===== src/rtl/bus_xfer_pkg.sv =====
// Shared types and helpers for the bus transfer sequencer: FSM states,
// the queued request record and the index-to-one-hot decoder.
package bus_xfer_pkg;

    localparam int MAX_REGS  = 64;
    localparam int MAX_IDX_W = 6;

    typedef enum logic [1:0] {
        IDLE  = 2'd0,
        DRIVE = 2'd1,
        LATCH = 2'd2,
        GAP   = 2'd3
    } xfer_state_t;

    typedef struct packed {
        logic [MAX_IDX_W-1:0] src;
        logic [MAX_IDX_W-1:0] dst;
    } xfer_req_t;

    // Out-of-range indices decode to all zeros so a bad index can never open a tristate.
    function automatic logic [MAX_REGS-1:0] onehot(
        input logic [MAX_IDX_W-1:0] idx,
        input logic [MAX_IDX_W:0]   num_regs
    );
        onehot = '0;
        if ({1'b0, idx} < num_regs) begin
            onehot[idx] = 1'b1;
        end
    endfunction

endpackage


===== src/rtl/bus_xfer_sequencer_if.sv =====
// Request/enable bundle between a transfer requester (master) and the
// sequencer that drives the shared datapath bus (slave).
interface bus_xfer_sequencer_if #(
    parameter int NUM_REGS = 16
);
    localparam int IDX_W = $clog2(NUM_REGS);

    logic                flush;
    logic                req_valid;
    logic                req_ready;
    logic [IDX_W-1:0]    req_src;
    logic [IDX_W-1:0]    req_dst;
    logic [NUM_REGS-1:0] rout;
    logic [NUM_REGS-1:0] ren;
    logic                busy;
    logic                done;
    logic                err;

    modport master (
        output flush, req_valid, req_src, req_dst,
        input  req_ready, rout, ren, busy, done, err
    );

    modport slave (
        input  flush, req_valid, req_src, req_dst,
        output req_ready, rout, ren, busy, done, err
    );

endinterface


===== src/rtl/xfer_req_fifo.sv =====
// Small synchronous request queue with flush; pointers carry one extra
// wrap bit so full and empty come straight from a pointer compare.
module xfer_req_fifo #(
    parameter int WIDTH = 8,
    parameter int DEPTH = 4
) (
    input  logic             clk,
    input  logic             resetn,
    input  logic             flush,
    input  logic             push,
    input  logic             pop,
    input  logic [WIDTH-1:0] wdata,
    output logic [WIDTH-1:0] rdata,
    output logic             full,
    output logic             empty
);
    localparam int AW = $clog2(DEPTH);

    logic [WIDTH-1:0] mem [DEPTH];
    logic [AW:0]      wr_ptr;
    logic [AW:0]      rd_ptr;
    logic             do_push;
    logic             do_pop;

    assign do_push = push && !full && !flush;
    assign do_pop  = pop && !empty && !flush;

    always_ff @(posedge clk or negedge resetn) begin
        if (!resetn) begin
            wr_ptr <= '0;
            rd_ptr <= '0;
        end else if (flush) begin
            wr_ptr <= '0;
            rd_ptr <= '0;
        end else begin
            if (do_push) begin
                wr_ptr <= wr_ptr + 1'b1;
            end
            if (do_pop) begin
                rd_ptr <= rd_ptr + 1'b1;
            end
        end
    end

    always_ff @(posedge clk) begin
        if (do_push) begin
            mem[wr_ptr[AW-1:0]] <= wdata;
        end
    end

    assign rdata = mem[rd_ptr[AW-1:0]];
    assign empty = (wr_ptr == rd_ptr);
    assign full  = (wr_ptr[AW] != rd_ptr[AW]) && (wr_ptr[AW-1:0] == rd_ptr[AW-1:0]);

endmodule


===== src/rtl/bus_xfer_sequencer.sv =====
// Queues register-to-register transfers and plays each one onto the shared
// bus as registered one-hot enables: source open, destination load, then a quiet gap.
module bus_xfer_sequencer
    import bus_xfer_pkg::*;
#(
    parameter int NUM_REGS   = 16,
    parameter int FIFO_DEPTH = 4,
    parameter int GAP_CYCLES = 1
) (
    input  logic                 clk,
    input  logic                 resetn,
    bus_xfer_sequencer_if.slave  bus
);
    localparam int                   IDX_W    = $clog2(NUM_REGS);
    localparam logic [MAX_IDX_W:0]   NREGS    = NUM_REGS[MAX_IDX_W:0];
    localparam logic [1:0]           GAP_LOAD = 2'(GAP_CYCLES - 1);

    xfer_state_t          state;
    logic [1:0]           gap_cnt;
    logic [MAX_IDX_W-1:0] cur_dst;
    logic [NUM_REGS-1:0]  rout_q;
    logic [NUM_REGS-1:0]  ren_q;
    logic                 done_q;
    logic                 err_q;

    logic                 fifo_push;
    logic                 fifo_pop;
    logic                 fifo_full;
    logic                 fifo_empty;
    logic [2*IDX_W-1:0]   fifo_wdata;
    logic [2*IDX_W-1:0]   fifo_rdata;
    xfer_req_t            head_req;
    logic                 head_ok;

    assign fifo_wdata = {bus.req_src, bus.req_dst};
    assign fifo_push  = bus.req_valid && !fifo_full && !bus.flush;
    assign fifo_pop   = (state == IDLE) && !fifo_empty && !bus.flush;

    xfer_req_fifo #(
        .WIDTH (2*IDX_W),
        .DEPTH (FIFO_DEPTH)
    ) u_fifo (
        .clk    (clk),
        .resetn (resetn),
        .flush  (bus.flush),
        .push   (fifo_push),
        .pop    (fifo_pop),
        .wdata  (fifo_wdata),
        .rdata  (fifo_rdata),
        .full   (fifo_full),
        .empty  (fifo_empty)
    );

    // Indices are IDX_W wide, so a non power-of-two register count leaves encodings that must be rejected.
    always_comb begin
        head_req.src = MAX_IDX_W'(fifo_rdata[2*IDX_W-1:IDX_W]);
        head_req.dst = MAX_IDX_W'(fifo_rdata[IDX_W-1:0]);
        head_ok      = ({1'b0, head_req.src} < NREGS) && ({1'b0, head_req.dst} < NREGS);
    end

    always_ff @(posedge clk or negedge resetn) begin
        if (!resetn) begin
            state   <= IDLE;
            gap_cnt <= '0;
            cur_dst <= '0;
            rout_q  <= '0;
            ren_q   <= '0;
            done_q  <= 1'b0;
            err_q   <= 1'b0;
        end else begin
            done_q <= 1'b0;
            err_q  <= 1'b0;
            if (bus.flush) begin
                state   <= IDLE;
                gap_cnt <= '0;
                rout_q  <= '0;
                ren_q   <= '0;
            end else begin
                case (state)
                    IDLE: begin
                        if (!fifo_empty) begin
                            if (head_ok) begin
                                state   <= DRIVE;
                                cur_dst <= head_req.dst;
                                rout_q  <= NUM_REGS'(onehot(head_req.src, NREGS));
                            end else begin
                                err_q <= 1'b1;
                            end
                        end
                    end
                    DRIVE: begin
                        state  <= LATCH;
                        ren_q  <= NUM_REGS'(onehot(cur_dst, NREGS));
                        done_q <= 1'b1;
                    end
                    LATCH: begin
                        rout_q <= '0;
                        ren_q  <= '0;
                        if (GAP_CYCLES == 0) begin
                            state <= IDLE;
                        end else begin
                            state   <= GAP;
                            gap_cnt <= GAP_LOAD;
                        end
                    end
                    GAP: begin
                        if (gap_cnt == 2'd0) begin
                            state <= IDLE;
                        end else begin
                            gap_cnt <= gap_cnt - 1'b1;
                        end
                    end
                    default: begin
                        state <= IDLE;
                    end
                endcase
            end
        end
    end

    assign bus.rout      = rout_q;
    assign bus.ren       = ren_q;
    assign bus.done      = done_q;
    assign bus.err       = err_q;
    assign bus.busy      = (state != IDLE) || !fifo_empty;
    assign bus.req_ready = !fifo_full;

endmodule


===== src/flat_wrapper.sv =====
// flat-port wrapper written by rule: the top's interface ports become plain ports
module bus_xfer_sequencer_flat import bus_xfer_pkg::*;
#(
    parameter int NUM_REGS   = 16,
    parameter int FIFO_DEPTH = 4,
    parameter int GAP_CYCLES = 1
)
  (clk, resetn, bus_flush, bus_req_valid, bus_req_src, bus_req_dst, bus_req_ready, bus_rout, bus_ren, bus_busy, bus_done, bus_err);
  bus_xfer_sequencer_if #(.NUM_REGS(NUM_REGS)) bus_i ();
  input  logic clk;
  input  logic resetn;
  input wire logic [$bits(bus_i.flush)-1:0] bus_flush;
  input wire logic [$bits(bus_i.req_valid)-1:0] bus_req_valid;
  input wire logic [$bits(bus_i.req_src)-1:0] bus_req_src;
  input wire logic [$bits(bus_i.req_dst)-1:0] bus_req_dst;
  output wire logic [$bits(bus_i.req_ready)-1:0] bus_req_ready;
  output wire logic [$bits(bus_i.rout)-1:0] bus_rout;
  output wire logic [$bits(bus_i.ren)-1:0] bus_ren;
  output wire logic [$bits(bus_i.busy)-1:0] bus_busy;
  output wire logic [$bits(bus_i.done)-1:0] bus_done;
  output wire logic [$bits(bus_i.err)-1:0] bus_err;
  assign bus_i.flush = bus_flush;
  assign bus_i.req_valid = bus_req_valid;
  assign bus_i.req_src = bus_req_src;
  assign bus_i.req_dst = bus_req_dst;
  assign bus_req_ready = bus_i.req_ready;
  assign bus_rout = bus_i.rout;
  assign bus_ren = bus_i.ren;
  assign bus_busy = bus_i.busy;
  assign bus_done = bus_i.done;
  assign bus_err = bus_i.err;
  bus_xfer_sequencer #(.NUM_REGS(NUM_REGS), .FIFO_DEPTH(FIFO_DEPTH), .GAP_CYCLES(GAP_CYCLES)) u_core (.clk(clk), .resetn(resetn), .bus(bus_i));
endmodule

===== config.mk =====
export PLATFORM = sky130hd
export DESIGN_NAME = bus_xfer_sequencer_flat
export DESIGN_NICKNAME = d
export VERILOG_FILES = /design/src/rtl/bus_xfer_pkg.sv /design/src/rtl/bus_xfer_sequencer_if.sv /design/src/rtl/xfer_req_fifo.sv /design/src/rtl/bus_xfer_sequencer.sv /design/src/flat_wrapper.sv
export SDC_FILE = /design/constraint.sdc
export NUM_CORES = 1
export LEC_CHECK = 0
export BUFFER_PORTS_ARGS = -buffer_cell sky130_fd_sc_hd__buf_2
export CAP_MARGIN = 10
export CORE_ASPECT_RATIO = 1.4
export CORE_UTILIZATION = 59
export CTS_BUF_LIST = sky130_fd_sc_hd__clkbuf_4 sky130_fd_sc_hd__clkbuf_8
export DETAILED_ROUTE_END_ITERATION = 16
export PLACE_DENSITY = 0.84
export SLEW_MARGIN = 15
export SYNTH_ARGS = -nofsm -noshare
export SYNTH_HDL_FRONTEND = slang
export SYNTH_SLANG_ARGS = --single-unit

===== constraint.sdc =====
create_clock -name clk -period 2.5 [get_ports clk]
set_input_delay 0.5 -clock clk [delete_from_list [all_inputs] [get_ports clk]]
set_output_delay 0.5 -clock clk [all_outputs]
set_load 0.02 [all_outputs]

==> flow_summary_export.csv, run 1 <==
group,metric,value,unit
yosys,syn_area_per_cell,13.8,um^2
drt,drc,0,
drt,post_drt_wl_per_cell,16.6,um
worst_setup_path,worst-r2r-cell-count,6,
die,die_x,66.3,um
layout,syn_to_final_growth,15.7,%
place,placed_cells,360,
sta,rsz0062_at_grt,"false",
yosys,syn_nets,270,
place,hpwl,4590,um
cts,cts_tree,"yes",
yosys,yosysTopAreaCellShare,34.4,%
die,coreArea,5530,um^2
worst_setup_path,crit_slowest_cell,"o41ai_4",
sta,worst_pin_slew,1.07,ns
yosys,synth_edf_count,32,
global_route,grt_start_max_net_pins,23,
yosys,netlist_instances,248,
global_route,grt_usage,24.0,%
yosys,synth_top_area_cell,"dfrtp_1",
worst_setup_path,required,2.73,ns
layout,insertedDiodeCount,0,
drt,wirelength,6250,um
sta,slew_violations,0,
pwr,peakVddDrop,0.670,mV
sta,fin_crit_sh,89.4,%
cts,clk_pin_slew,0.08,ns
sta,period_minus_slack,2.23,ns
global_route,antenna_found_initial,0,
cts,cts_buffer_depth,2,
yosys,netlist_area,3410,um^2
yosys,ys_async_sr_fraction,59.5,%
worst_setup_path,r2r_start,"u_core.state[1]",
drt,ant_nets,0,
global_route,grt_pass1_vias,2160,
die,initial_core_util,61.8,%
sta,setup_viol,0,
layout,drive_gt1_share,29.5,%
die,io-pin-count,48,
worst_setup_path,endpoint_kind,"flop",
cts,post_cts_buffers,0,
worst_setup_path,cp-start-kind,"flop",
sta,setup_tns,0,ns
cts,cts_resized,0,
worst_setup_path,max_stage_delay,0.86,ns
pwr,p_leak,1.75,nW
cts,insertion_delay,0.35,ns
cts,cts_num_sinks,79,
yosys,synth_seq_cells,79,
cts,hold_buffers,0,
die,die-area,6100,um^2
worst_setup_path,reg2reg_to,"u_core.bus.rout[10]",
layout,final_nets,325,
global_route,overflow,0,
worst_setup_path,arrival,2.46,ns
yosys,ys_warn_count,0,
worst_setup_path,worstSetupPathType,"reg2reg",
worst_setup_path,crit_fanout,22,
worst_setup_path,cp.buffers_inverters,1,
cts,cts_max_level,3,
sta,slew-limit-headroom,28.6,%
worst_setup_path,crit_start,"u_core.state[1]",
global_route,grt_first_pass_wirelength,10400,um
layout,fin_util,71.5,%
drt,drt_iter0_markers,192,
yosys,ys.flop_type,"dfrtp_1",
layout,layoutNonFillerInstCount,376,
layout,fillCellCount,373,
worst_setup_path,r2r_slack,0.27,ns
sta,clock_skew,0.00751,ns
worst_setup_path,crit_chain,"inv_1, ha_1, nand2b_1, o41ai_4, or3b_4, o21ai_1",
place,gp_congestion,0.757,
worst_setup_path,critPathTopFamily,"compound AO/OA/AOI/OAI gates",
sta,fmaxAchievable,447,MHz
cts,cts.root.buffer_cell,"clkbuf_8",
yosys,netlist_top_cells_area,"dfrtp_1 (34%), edfxtp_1 (28%), ha_1 (3.7%), nand2_1 (3.4%), mux4_2 (3.3%)",
drt,vias,2147,
die,rows,32,
yosys,yosysSeqAreaShare,62.6,%
die,fp.dieH,92.0,um
yosys,synth.distinct_cells,43,
drt,viasPerCell,5.71,
sta,hold_viol,0,
status,status,"finished clean",
cts,cts_made_buffers,9,
hold_path,min_path_type,"in2async",
pwr,powerDensity,973,nW/um^2
drt,drt_first_pass_iters,4,
place,numPortBuffers,46,
run,drv_cap,0,
==> Yosys cell counts, types with 2 or more instances <==
| cell type | count |
|---|---|
| nand3_1 | 5 |
| xor2_1 | 3 |
| clkbuf_1 | 3 |
| buf_1 | 2 |
| nand2_1 | 31 |
| mux4_2 | 5 |
| a32o_1 | 5 |
| nor2_2 | 2 |
| nor2b_1 | 3 |
| mux4_1 | 3 |
| inv_1 | 9 |
| o311ai_0 | 2 |
| xnor2_1 | 2 |
| o31ai_1 | 4 |
| a22o_1 | 6 |
| nor3_1 | 4 |
| or3b_4 | 2 |
| o21ai_1 | 12 |
| dfrtp_1 | 47 |
| buf_6 | 3 |
| buf_4 | 2 |
| and2_1 | 4 |
| edfxtp_1 | 32 |
| xor2_2 | 2 |
| nand2b_1 | 5 |
| ha_1 | 10 |
| mux2i_1 | 3 |
| nor2_1 | 14 |
| mux2_2 | 4 |
| o21ai_0 | 6 |
==> power by group <==
group	switching [mW]	internal, mW
Clock	0.433	0.601
Sequential	0.158	1.49
Combinational	0.698	0.460
Total	1.29	2.56
==> per-layer routing <==
metal / global-route usage [%] / vias up / share of wire (%)
met5: 0 / - / 0
met4: 15.4 / 0 / 3.5
met3: 4.23 / 18 / 3.6
met2: 40.1 / 62 / 53
met1: 27.8 / 1059 / 40
li1: - / 1008 / -
==> final cells by class <==
cell class	count	area, um^2	area share [%]
clock buffer	11	145	3.67
clock inverter	5	80.1	2.03
inverter	9	33.8	0.855
multi-input combinational	149	1170	29.6
sequential	79	2140	54.1
tap	68	85.1	2.15
timing repair buffer	55	298	7.54
==> sequential cells by signal, indices dropped and copies added, names as in the netlist <==
signal	count
u_core.gap_cnt	2
u_core.u_fifo.wr_ptr	3
u_core.u_fifo.mem	32
u_core.bus.rout	16
u_core.bus.ren	16
u_core.state	2
u_core.cur_dst	4
u_core.u_fifo.rd_ptr	3
u_core.bus.done	1
==> stage by stage <==
step	power, mW	instance area (um^2)	setup slack, ns	hold WS [ns]
after floorplan	2.54	3410	0.627	0.204
after global placement	2.78	3720	0.385	0.461
after detailed placement	2.83	3720	0.308	0.469
after CTS	3.87	3950	0.260	0.112
after global routing	4.05	3950	0.0923	0.140
final	3.84	3950	0.265	0.123
==> worst register-to-register path, cell delays in order (launching register included) <==
cell and delay, ns:
dfrtp_1 0.47, inv_1 0.12, ha_1 0.18, nand2b_1 0.10, o41ai_4 0.86, or3b_4 0.31, o21ai_1 0.08
==> how the worst max path moves through the flow <==
stage | to | slack, ns | cells after the start
detailed placement | u_core.bus.rout[3] | 0.31 | 6
floorplan | u_core.bus.rout[11] | 0.63 | 8
global placement | u_core.bus.rout[3] | 0.39 | 6
CTS | u_core.bus.rout[10] | 0.26 | 6
finish | u_core.bus.rout[10] | 0.27 | 6
global route | u_core.bus.rout[10] | 0.09 | 6
==> logic make-up after synthesis <==
kind of cell             synth area share, %
buffers and inverters                   3.11
AO/OA/AOI/OAI                           8.94
AND/OR/NAND/NOR                         10.7
other                                  0.110
adder cells (fa/ha/maj)                 3.66
flip-flops                              62.6
multiplexers                            7.81
XOR/XNOR                                3.04
==> placed cells by master, fill, tap and decap left out, types with 3 or more instances in the layout <==
master	synthesis	routed
dfrtp_1	47	47
buf_2	1	46
edfxtp_1	32	32
nand2_1	31	31
nor2_1	14	14
o21ai_1	12	12
ha_1	10	10
clkbuf_8	0	10
inv_1	9	9
buf_4	2	9
o21ai_0	6	6
a22o_1	6	6
nand3_1	5	5
nand2b_1	5	5
mux4_2	5	5
a32o_1	5	5
o31ai_1	4	4
and2_1	4	4
nor3_1	4	4
mux2_2	4	4
nor2b_1	3	3
mux4_1	3	3
mux2i_1	3	3
xor2_1	3	3
No activity file was read; power rests on OpenSTA's default activity.
==> run 2, diff against run 1 <==
- clock period: 2.5 -> 2.21 ns (I/O delays scaled with it)
==> flow_summary_export.csv, run 2 (synthesis gave the netlist of run 1 again) <==
group,metric,value,unit
global_route,grt_pass1_vias,2155,
global_route,grt_start_max_net_pins,22,
cts,cts_buffer_depth,2,
sta,setup_tns,0,ns
layout,final_nets,328,
place,hpwl,4290,um
worst_setup_path,crit_chain,"inv_1, ha_1, or3_1, o41ai_4, buf_4, or3b_4, o21ai_1",
cts,cts.root.buffer_cell,"clkbuf_8",
sta,fmaxAchievable,477,MHz
drt,drc,0,
cts,cts_made_buffers,9,
layout,fin_util,72.3,%
die,fp.dieH,92.0,um
drt,drt_iter0_markers,193,
sta,setup_viol,0,
sta,fin_crit_sh,94.9,%
hold_path,min_path_type,"in2async",
drt,wirelength,6280,um
cts,cts_num_sinks,79,
worst_setup_path,arrival,2.37,ns
place,gp_congestion,0.764,
layout,final_common_cell,"dfrtp_1",
die,initial_core_util,61.8,%
run,drv_cap,0,
worst_setup_path,required,2.48,ns
die,die-area,6100,um^2
sta,slew_violations,0,
worst_setup_path,max_stage_delay,0.43,ns
sta,rsz0062_at_grt,"false",
cts,clk_pin_slew,0.08,ns
die,coreArea,5530,um^2
global_route,grt_first_pass_wirelength,10100,um
sta,period_minus_slack,2.10,ns
layout,largest_reg_flops,32,
sta,hold_viol,0,
worst_setup_path,crit_slowest_cell,"dfrtp_1",
global_route,grt_usage,23.5,%
drt,ant_nets,0,
worst_setup_path,worstSetupPathType,"reg2reg",
pwr,powerDensity,1130,nW/um^2
drt,viasPerCell,5.77,
layout,insertedDiodeCount,0,
drt,drt_first_pass_iters,4,
worst_setup_path,cp.buffers_inverters,2,
status,status,"finished clean",
worst_setup_path,critPathTopFamily,"simple AND/OR/NAND/NOR gates",
cts,insertion_delay,0.35,ns
place,numPortBuffers,46,
worst_setup_path,crit_fanout,9,
worst_setup_path,cp-start-kind,"flop",
pwr,p_leak,1.77,nW
sta,clock_skew,0.0163,ns
die,io-pin-count,48,
drt,post_drt_wl_per_cell,16.6,um
drt,vias,2188,
worst_setup_path,endpoint_kind,"flop",
die,die_x,66.3,um
pwr,peakVddDrop,0.629,mV
global_route,overflow,0,
layout,syn_to_final_growth,17.0,%
global_route,antenna_found_initial,0,
cts,cts_tree,"yes",
die,rows,32,
layout,final_cell_mix,"dfrtp_1 (47), buf_2 (46), edfxtp_1 (32), nand2_1 (31), nor2_1 (14)",
layout,drive_gt1_share,30.2,%
cts,cts_max_level,3,
run 2: layout make-up:
| class | instances | area [um^2] |
|---|---|---|
| Inverter | 9 | 33.8 |
| Sequential cell | 79 | 2140 |
| Timing Repair Buffer | 58 | 320 |
| Clock inverter | 6 | 116 |
| Clock buffer | 10 | 131 |
| Tap cell | 68 | 85.1 |
| Fill cell | 383 | 1530 |
| Multi-Input combinational cell | 149 | 1170 |
run 2: per-stage QoR:
step           cell area (um^2)  std cells  worst slack, ns  hold slack (ns)  total power [mW]
5_1_grt                    4000        379           0.0103           0.0542              4.73
3_3_place_gp               3730        361            0.243            0.417              3.13
4_1_cts                    3980        377           0.0646           0.0325              4.50
2_1_floorplan              3410        248            0.337            0.146              2.87
6_report                   4000        379            0.114           0.0360              4.51
3_5_place_dp               3730        361            0.151            0.423              3.18
run 2: report_power, final:
| part | internal [mW] | total, mW | leakage [nW] | switching [mW] |
|---|---|---|---|---|
| Combinational | 0.554 | 1.36 | 0.718 | 0.802 |
| Sequential | 1.69 | 1.86 | 0.932 | 0.174 |
| Clock | 0.770 | 1.29 | 0.124 | 0.523 |
run 2: per-layer routing:
metal | GRT usage, % | vias up | routed length, um
met4 | 11.5 | 0 | 108
li1 | - | 1012 | -
met3 | 6.34 | 11 | 315
met5 | 0 | - | 0
met1 | 26.5 | 1086 | 2370
met2 | 40.1 | 79 | 3480
run 2: worst paths after layout:
| check | slack [ns] | cells after the start | to | startpoint |
|---|---|---|---|---|
| worst max register to register | 0.11 | 7 | u_core.bus.rout[6] | u_core.state[0] |
| min in group clk | 0.30 | 1 | u_core.u_fifo.mem[2][2] | bus_req_dst[2] |
| worst min register to register | 0.48 | 2 | u_core.bus.ren[5] | u_core.bus.ren[5] |
| worst max-delay path | 0.11 | 7 | u_core.bus.rout[6] | u_core.state[0] |
| max in group asynchronous | 1.60 | 2 | u_core.cur_dst[2] | resetn |
| worst min-delay path | 0.04 | 1 | u_core.u_fifo.rd_ptr[1] | resetn |
run 2: timing repair:
| item | in CTS | in global routing |
|---|---|---|
| hold buffers | 0 | 0 |
| setup buffers | 0 | 2 |
| endpoints found under the setup margin | 0 | 13 |
| gates resized for setup | 0 | 0 |
==> run 3, diff against run 2 <==
- clock period: 2.21 -> 2.25 ns (I/O delays scaled with it)
==> flow_summary_export.csv, run 3 (synthesis gave the netlist of run 1 again) <==
group,metric,value,unit
status,status,"finished clean",
worst_setup_path,worstSetupPathType,"reg2reg",
place,placed_cells,361,
pwr,sw_frac_of_total,35.9,%
pwr,peakVddDrop,0.712,mV
worst_setup_path,cp-start-kind,"flop",
layout,insertedDiodeCount,0,
die,initial_core_util,61.8,%
pwr,combPwrFrac,31.5,%
sta,fmaxAchievable,490,MHz
sta,worst_pin_slew,0.645,ns
drt,drc,0,
layout,syn_to_final_growth,14.9,%
place,gp_congestion,0.748,
global_route,grt_usage,22.7,%
sta,clock_skew,0.0116,ns
cts,cts_max_level,3,
drt,drt_iter0_markers,210,
cts,hold_buffers,0,
worst_setup_path,arrival,2.30,ns
pwr,p_leak,1.73,nW
pwr,power.clock.fraction,24.0,%
worst_setup_path,r2r_start,"u_core.state[1]",
cts,cts.root.buffer_cell,"clkbuf_8",
drt,vias,2129,
die,die-area,6100,um^2
drt,post_drt_wl_per_cell,15.9,um
worst_setup_path,crit_start,"u_core.state[1]",
layout,layoutNonFillerInstCount,377,
cts,cts_tree,"yes",
sta,fin_crit_sh,90.6,%
drt,wirelength,5980,um
die,io-pin-count,48,
sta,slew_violations,0,
cts,cts_buffer_depth,2,
global_route,grt_pass1_vias,2102,
drt,viasPerCell,5.65,
sta,setup_viol,0,
sta,rsz0062_at_grt,"false",
run,drv_cap,0,
global_route,grt_start_max_net_pins,31,
layout,fillCellCount,372,
hold_path,min_path_type,"in2async",
drt,drt_first_pass_iters,4,
cts,cts_resized,0,
sta,hold_viol,0,
sta,setup_tns,0,ns
global_route,antenna_found_initial,0,
layout,final_common_cell,"dfrtp_1",
die,coreArea,5530,um^2
cts,clk_pin_slew,0.08,ns
sta,slew-limit-headroom,56.9,%
worst_setup_path,endpoint_kind,"flop",
drt,ant_nets,0,
cts,cts_num_sinks,79,
cts,cts_made_buffers,9,
layout,final_nets,326,
global_route,overflow,0,
die,rows,32,
layout,final_cell_mix,"dfrtp_1 (47), buf_2 (46), edfxtp_1 (32), nand2_1 (31), nor2_1 (14)",
die,die_x,66.3,um
layout,largest_reg_flops,32,
place,numPortBuffers,46,
layout,drive_gt1_share,29.8,%
pwr,powerDensity,1050,nW/um^2
worst_setup_path,crit_fanout,10,
place,hpwl,4290,um
pwr,switchingPower,1.47,mW
cts,insertion_delay,0.36,ns
global_route,grt_first_pass_wirelength,9860,um
pwr,intPower,2.63,mW
worst_setup_path,required,2.51,ns
pwr,seqPwrFrac,44.5,%
cts,post_cts_buffers,0,
die,fp.dieH,92.0,um
sta,period_minus_slack,2.04,ns
run 3: layer usage:
metal | routed length [um] | track usage (%) | vias up
met2 | 3150 | 37.9 | 62
met3 | 264 | 7.71 | 13
met5 | 0 | 0 | -
met4 | 120 | 10.5 | 0
li1 | - | - | 1004
met1 | 2450 | 25.6 | 1050
run 3: stage by stage:
stage	util (%)	worst slack, ns	area (um^2)	hold slack, ns	total power [mW]
after CTS	71.0	0.223	3920	0.00798	4.13
after global routing	71.0	0.0702	3920	0.0153	4.34
after floorplan	-	0.377	3410	0.154	2.82
final	71.0	0.211	3920	0.0101	4.11
after global placement	67.5	0.338	3730	0.398	3.10
after detailed placement	67.5	0.275	3730	0.404	3.14
run 3: worst max-delay path: stages, from the launching register on:
cell      delay [ns]
dfrtp_1         0.45
inv_1           0.12
ha_1            0.29
nand2b_1        0.13
o41ai_4         0.54
buf_4           0.28
nand2_1         0.07
o31ai_1         0.06
run 3: final timing paths:
check | slack [ns] | end | cells past startpoint
setup / recovery | 0.21 | u_core.bus.rout[7] | 7
hold / removal | 0.01 | u_core.u_fifo.wr_ptr[2] | 1
setup reg to reg | 0.21 | u_core.bus.rout[7] | 7
hold reg to reg | 0.48 | u_core.bus.ren[3] | 2
max in group asynchronous | 1.52 | u_core.cur_dst[1] | 2
min in group clk | 0.30 | u_core.u_fifo.mem[3][2] | 1
run 3: cell type report:
type / instances / area [um^2] / share of cell area [%]
clock inverter: 6 / 52.6 / 1.34
clock buffer: 10 / 138 / 3.51
sequential: 79 / 2140 / 54.5
tap: 68 / 85.1 / 2.17
timing repair buffer: 56 / 305 / 7.78
multi-input combinational: 149 / 1170 / 29.9
inverter: 9 / 33.8 / 0.861
run 3: power by group through the flow:
stage	Combinational, mW	Clock [mW]	Sequential, mW
6_report	1.29	0.985	1.83
2_1_floorplan	0.949	0	1.87
3_5_place_dp	1.29	0	1.85
4_1_cts	1.30	1.01	1.82
3_3_place_gp	1.26	0	1.84
5_1_grt	1.41	1.08	1.85
